<file path="src/rtl/input_ddr_deser_pkg.sv">
// Shared sizing helpers and legal parameter ranges for the input DDR deserializer.
package input_ddr_deser_pkg;

   localparam int CHANNELS_MIN = 1;
   localparam int CHANNELS_MAX = 32;
   localparam int RATIO_MIN    = 2;
   localparam int RATIO_MAX    = 16;

   function automatic int cnt_w_f(input int ratio);
      return ($clog2(ratio / 2) < 1) ? 1 : $clog2(ratio / 2);
   endfunction

   function automatic int slip_w_f(input int ratio);
      return ($clog2(ratio) < 1) ? 1 : $clog2(ratio);
   endfunction

   function automatic bit params_ok_f(input int channels, input int ratio);
      return (channels >= CHANNELS_MIN) && (channels <= CHANNELS_MAX) &&
             (ratio >= RATIO_MIN) && (ratio <= RATIO_MAX) && ((ratio % 2) == 0);
   endfunction

endpackage

</file>
<file path="src/rtl/input_ddr_deser_lane.sv">
// One deserializer lane: 2*RATIO-bit sample history, bitslip index and word register.
module input_ddr_deser_lane
   import input_ddr_deser_pkg::*;
#(
   parameter int RATIO = 4
) (
   input  logic             clk_i,
   input  logic             rst_n_i,
   input  logic             en_i,
   input  logic [1:0]       pair_i,
   input  logic             bitslip_i,
   input  logic             s_i,
   output logic [RATIO-1:0] word_o
);

   localparam int SLIP_W = slip_w_f(RATIO);
   localparam logic [SLIP_W-1:0] K_MAX = SLIP_W'(RATIO - 1);

   logic [2*RATIO-1:0] h_q, h_d;
   logic [SLIP_W-1:0]  k_q, k_d;
   logic [RATIO-1:0]   q_q, q_d;

   always_comb begin
      h_d = h_q;
      k_d = k_q;
      q_d = q_q;
      if (en_i) begin
         h_d = {h_q[2*RATIO-3:0], pair_i};
      end
      if (bitslip_i) begin
         k_d = (k_q == K_MAX) ? '0 : k_q + SLIP_W'(1);
      end
      // A larger index picks a window further back in time, i.e. older bits.
      if (s_i) begin
         q_d = h_q[k_q +: RATIO];
      end
   end

   always_ff @(posedge clk_i or negedge rst_n_i) begin
      if (!rst_n_i) begin
         h_q <= '0;
         k_q <= '0;
         q_q <= '0;
      end else begin
         h_q <= h_d;
         k_q <= k_d;
         q_q <= q_d;
      end
   end

   assign word_o = q_q;

endmodule

</file>
<file path="src/rtl/input_ddr_deser.sv">
// Multi-lane input DDR deserializer: shared pair counter and word strobe, one lane per channel.
module input_ddr_deser
   import input_ddr_deser_pkg::*;
#(
   parameter int CHANNELS = 4,
   parameter int RATIO    = 4
) (
   input  logic                      clk_i,
   input  logic                      rst_n_i,
   input  logic                      en_i,
   input  logic [2*CHANNELS-1:0]     din_pair_i,
   input  logic [CHANNELS-1:0]       bitslip_i,
   output logic [CHANNELS*RATIO-1:0] q_o,
   output logic                      q_valid_o
);

   localparam int CNT_W = cnt_w_f(RATIO);
   localparam logic [CNT_W-1:0] CNT_LAST = CNT_W'(RATIO / 2 - 1);

   if (!params_ok_f(CHANNELS, RATIO)) begin : g_param_err
      $error("input_ddr_deser: CHANNELS must be 1..32 and RATIO even in 2..16");
   end

   logic [CNT_W-1:0] cnt_q, cnt_d;
   logic             s_q, s_d;
   logic             valid_q, valid_d;

   always_comb begin
      cnt_d   = cnt_q;
      s_d     = 1'b0;
      valid_d = s_q;
      if (en_i) begin
         cnt_d = (cnt_q == CNT_LAST) ? '0 : cnt_q + CNT_W'(1);
         s_d   = (cnt_q == CNT_LAST);
      end
   end

   always_ff @(posedge clk_i or negedge rst_n_i) begin
      if (!rst_n_i) begin
         cnt_q   <= '0;
         s_q     <= 1'b0;
         valid_q <= 1'b0;
      end else begin
         cnt_q   <= cnt_d;
         s_q     <= s_d;
         valid_q <= valid_d;
      end
   end

   for (genvar c = 0; c < CHANNELS; c++) begin : g_lane
      input_ddr_deser_lane #(
         .RATIO (RATIO)
      ) u_lane (
         .clk_i     (clk_i),
         .rst_n_i   (rst_n_i),
         .en_i      (en_i),
         .pair_i    (din_pair_i[2*c+1:2*c]),
         .bitslip_i (bitslip_i[c]),
         .s_i       (s_q),
         .word_o    (q_o[c*RATIO +: RATIO])
      );
   end

   assign q_valid_o = valid_q;

endmodule

</file>
<file path="config.mk">
export PLATFORM = sky130hd
export DESIGN_NAME = input_ddr_deser
export DESIGN_NICKNAME = d
export VERILOG_FILES = /design/src/rtl/input_ddr_deser_pkg.sv /design/src/rtl/input_ddr_deser_lane.sv /design/src/rtl/input_ddr_deser.sv
export SDC_FILE = /design/constraint.sdc
export NUM_CORES = 1
export LEC_CHECK = 0
export CORE_MARGIN = 5
export CORE_UTILIZATION = 45
export DETAILED_ROUTE_END_ITERATION = 6
export PLACE_DENSITY = 0.63
export SETUP_SLACK_MARGIN = 0.5
export SYNTH_ARGS = -nofsm -noshare
export SYNTH_HDL_FRONTEND = slang
export SYNTH_SLANG_ARGS = --single-unit
</file>
<file path="constraint.sdc">
create_clock -name clk_i -period 1.2 [get_ports clk_i]
set_input_delay 0.24 -clock clk_i [delete_from_list [all_inputs] [get_ports clk_i]]
set_output_delay 0.24 -clock clk_i [all_outputs]
set_load 0.01 [all_outputs]
</file>
==> metrics.txt <==
RR Startpoint=g_lane[0].u_lane.k_q[1]; Root Driver=clkbuf_8; hold slack final=-71.3 ps; Post-Syn Area per Cell=roughly 14 um^2; Routed Antenna Nets=0; Clock Skews=2.75 ps; number of buffers added on ports=31; Worst-Margin Slew=around 280 ps; FF-to-FF path depth=3; count leader, synth=dfrtp_1; Yosys top cell area share=0.569; CTS H-Tree Depth=2; Reg2Reg Capture Point=g_lane[0].u_lane.word_o[2]; number of max-cap violations=0; Final Wtd Congestion=between 0.8 and 0.9; status=finished, violations left; Die ar.=about 6900 um^2; Distinct cells, synth=13; vias in the first global route=between 1500 and 2000; Post-synth top flop=dfrtp_1; initial antenna violation count=0; area leader, netlist=dfrtp_1; worst-skew pair later-pin latency=between 200 and 300 ps; min cycle time layout=1090 ps; number of synthesized register bits=55; VDD IR-drop max=1.47 mV; area growth from synthesis to layout=41.4%; total grt overflow=0; DR iter-0 viols=37; Max FO, Critical Path=5; Clock Tree Buf Depth=2; post-synthesis cell count=about 170; CTS Buf Count=5; final wirelength=~4.6 mm; Rel. slew slack=0.813; setup TNS=0 ps; Util after Layout=0.661; CTS sink count=55; register-to-register setup slack=about 110 ps; DRC Markers=0; Post-Syn Nets=190; Final period util=0.907; Vias/cell=5.23; crit path kind=reg2reg; Core Area=5170 um^2; element type at the critical path end=flop; failing checks=negative hold slack; layout net count=250; CTS tree=built; largest net degree at the start of global routing=56; antenna cell count=0; Die X-Extent=~83 um; global-route wire length before repair=7.73 mm; wire per inst=15.1 um; Initial Util=0.467; RSZ-0062 raised after global routing=true; Synth Cell Area=about 2400 um^2; Hold Path Class=in2async; largest cells by area after synthesis=dfrtp_1 (57%), mux2_2 (16%), mux2i_1 (9.1%); IO Pins=32; num rows=26; Hold Fails Final Rpt=55; Pleak=roughly 1.5 nW; max-slew violation count=0; pwr/cell area=around 2300 nW/um^2; CP required=1360 ps; Async S/R FF share, synth=1.00; Arrival @ worst endpoint=between 1000 and 1500 ps; Global Route Usage Sum=0.134; FMAX=between 900 and 1000 MHz; Final Setup Violations=0; crit start category=flop; drt first pass iters=4; post-synthesis sequential area ratio=0.569; Clk pin slew, worst setup/hold paths=90 ps; share of cells above drive strength 1=0.565; number of flops mapped to enable cells by yosys=0; via count=~1600; hpwl dp=2.99 mm; Synth Warn #=0; commonest cells in the netlist=dfrtp_1 (55), mux2_2 (35), mux2i_1 (22); die height=about 83 um
[worst max path at each step]
stage / startpoint / end / cells past startpoint
after global routing: g_lane[0].u_lane.k_q[1] / g_lane[0].u_lane.word_o[2] / 3
after CTS: g_lane[3].u_lane.word_o[1] / q_o[13] / 1
after global placement: bitslip_i[2] / g_lane[2].u_lane.k_q[0] / 2
after floorplan: g_lane[1].u_lane.k_q[0] / g_lane[1].u_lane.k_q[1] / 2
final: g_lane[0].u_lane.k_q[1] / g_lane[0].u_lane.word_o[2] / 3
after detailed placement: bitslip_i[3] / g_lane[3].u_lane.k_q[0] / 2
[logic make-up (layout without fill, tap and decap cells)]
| family | Yosys count | after routing | synth area share |
|---|---|---|---|
| AO/OA/AOI/OAI | 16 | 16 | 0.0580 |
| XOR/XNOR | 1 | 1 | 0.00362 |
| adder cells (fa/ha/maj) | 4 | 4 | 0.0207 |
| buffers and inverters | 9 | 70 | 0.0223 |
| flip-flops | 55 | 55 | 0.569 |
| multiplexers | 57 | 57 | 0.254 |
| AND/OR/NAND/NOR | 29 | 29 | 0.0719 |
[metrics by stage]
step	setup slack, ps	hold WS (ps)	instances	total power [mW]	cell area (um^2)
floorplan	168	-55.6	171	4.57	2590
global placement	22.9	253	274	5.38	2980
detailed placement	-9.19	254	274	5.52	2980
CTS	117	-67.9	299	7.29	3240
global route	65.3	-77.8	302	8.30	3420
finish	111	-71.3	302	7.79	3420
[cell type report]
type,count,area (um^2)
Tap cell,70,87.6
Clock buffer,6,72.6
Multi-Input combinational cell,107,1290
Timing Repair Buffer,62,526
Clock inverter,2,60.1
Sequential cell,55,1390
Fill cell,368,1750
[flip-flops by register name (all words and copies together), names as in the netlist]
signal                cells
g_lane.u_lane.h_q        28
g_lane.u_lane.word_o     16
g_lane.u_lane.k_q         8
cnt_q                     1
q_valid_o                 1
s_q                       1
[placed cells by master, fill, tap and decap left out, drive strengths merged]
cell type	instances
nor2	3
bufinv	2
dfrtp	55
mux2i	22
xor2	1
ha	4
mux2	35
clkdlybuf4s50	12
clkbuf	6
o221ai	16
nand2	4
nand2b	21
buf	50
and2	1
[power by group]
group / internal [mW] / switching, mW
registers: 2.44 / 0.438
logic: 2.12 / 1.41
clock network: 0.833 / 0.554
total: 5.39 / 2.40
[repair_timing]
action                                  in CTS  in global routing
endpoints found under the hold margin       55                 55
pin swaps                                    5                  6
resized for setup                           86                 33
buffers inserted                            17                  3
endpoints found under the setup margin      69                 69
[metal layers]
| metal | GRT usage | share of wire | vias up |
|---|---|---|---|
| met5 | 0 | 0 | - |
| met4 | 0.0357 | 0.010 | 0 |
| met3 | 0.0485 | 0.038 | 6 |
| met2 | 0.235 | 0.51 | 27 |
| met1 | 0.155 | 0.44 | 805 |
| li1 | - | - | 742 |
[critical path, cell delays in order (launching register included)]
cell and delay (ps):
dfrtp_1 400, buf_6 170, mux2i_2 240, o221ai_1 150
Power figures use the tool's default switching activity.
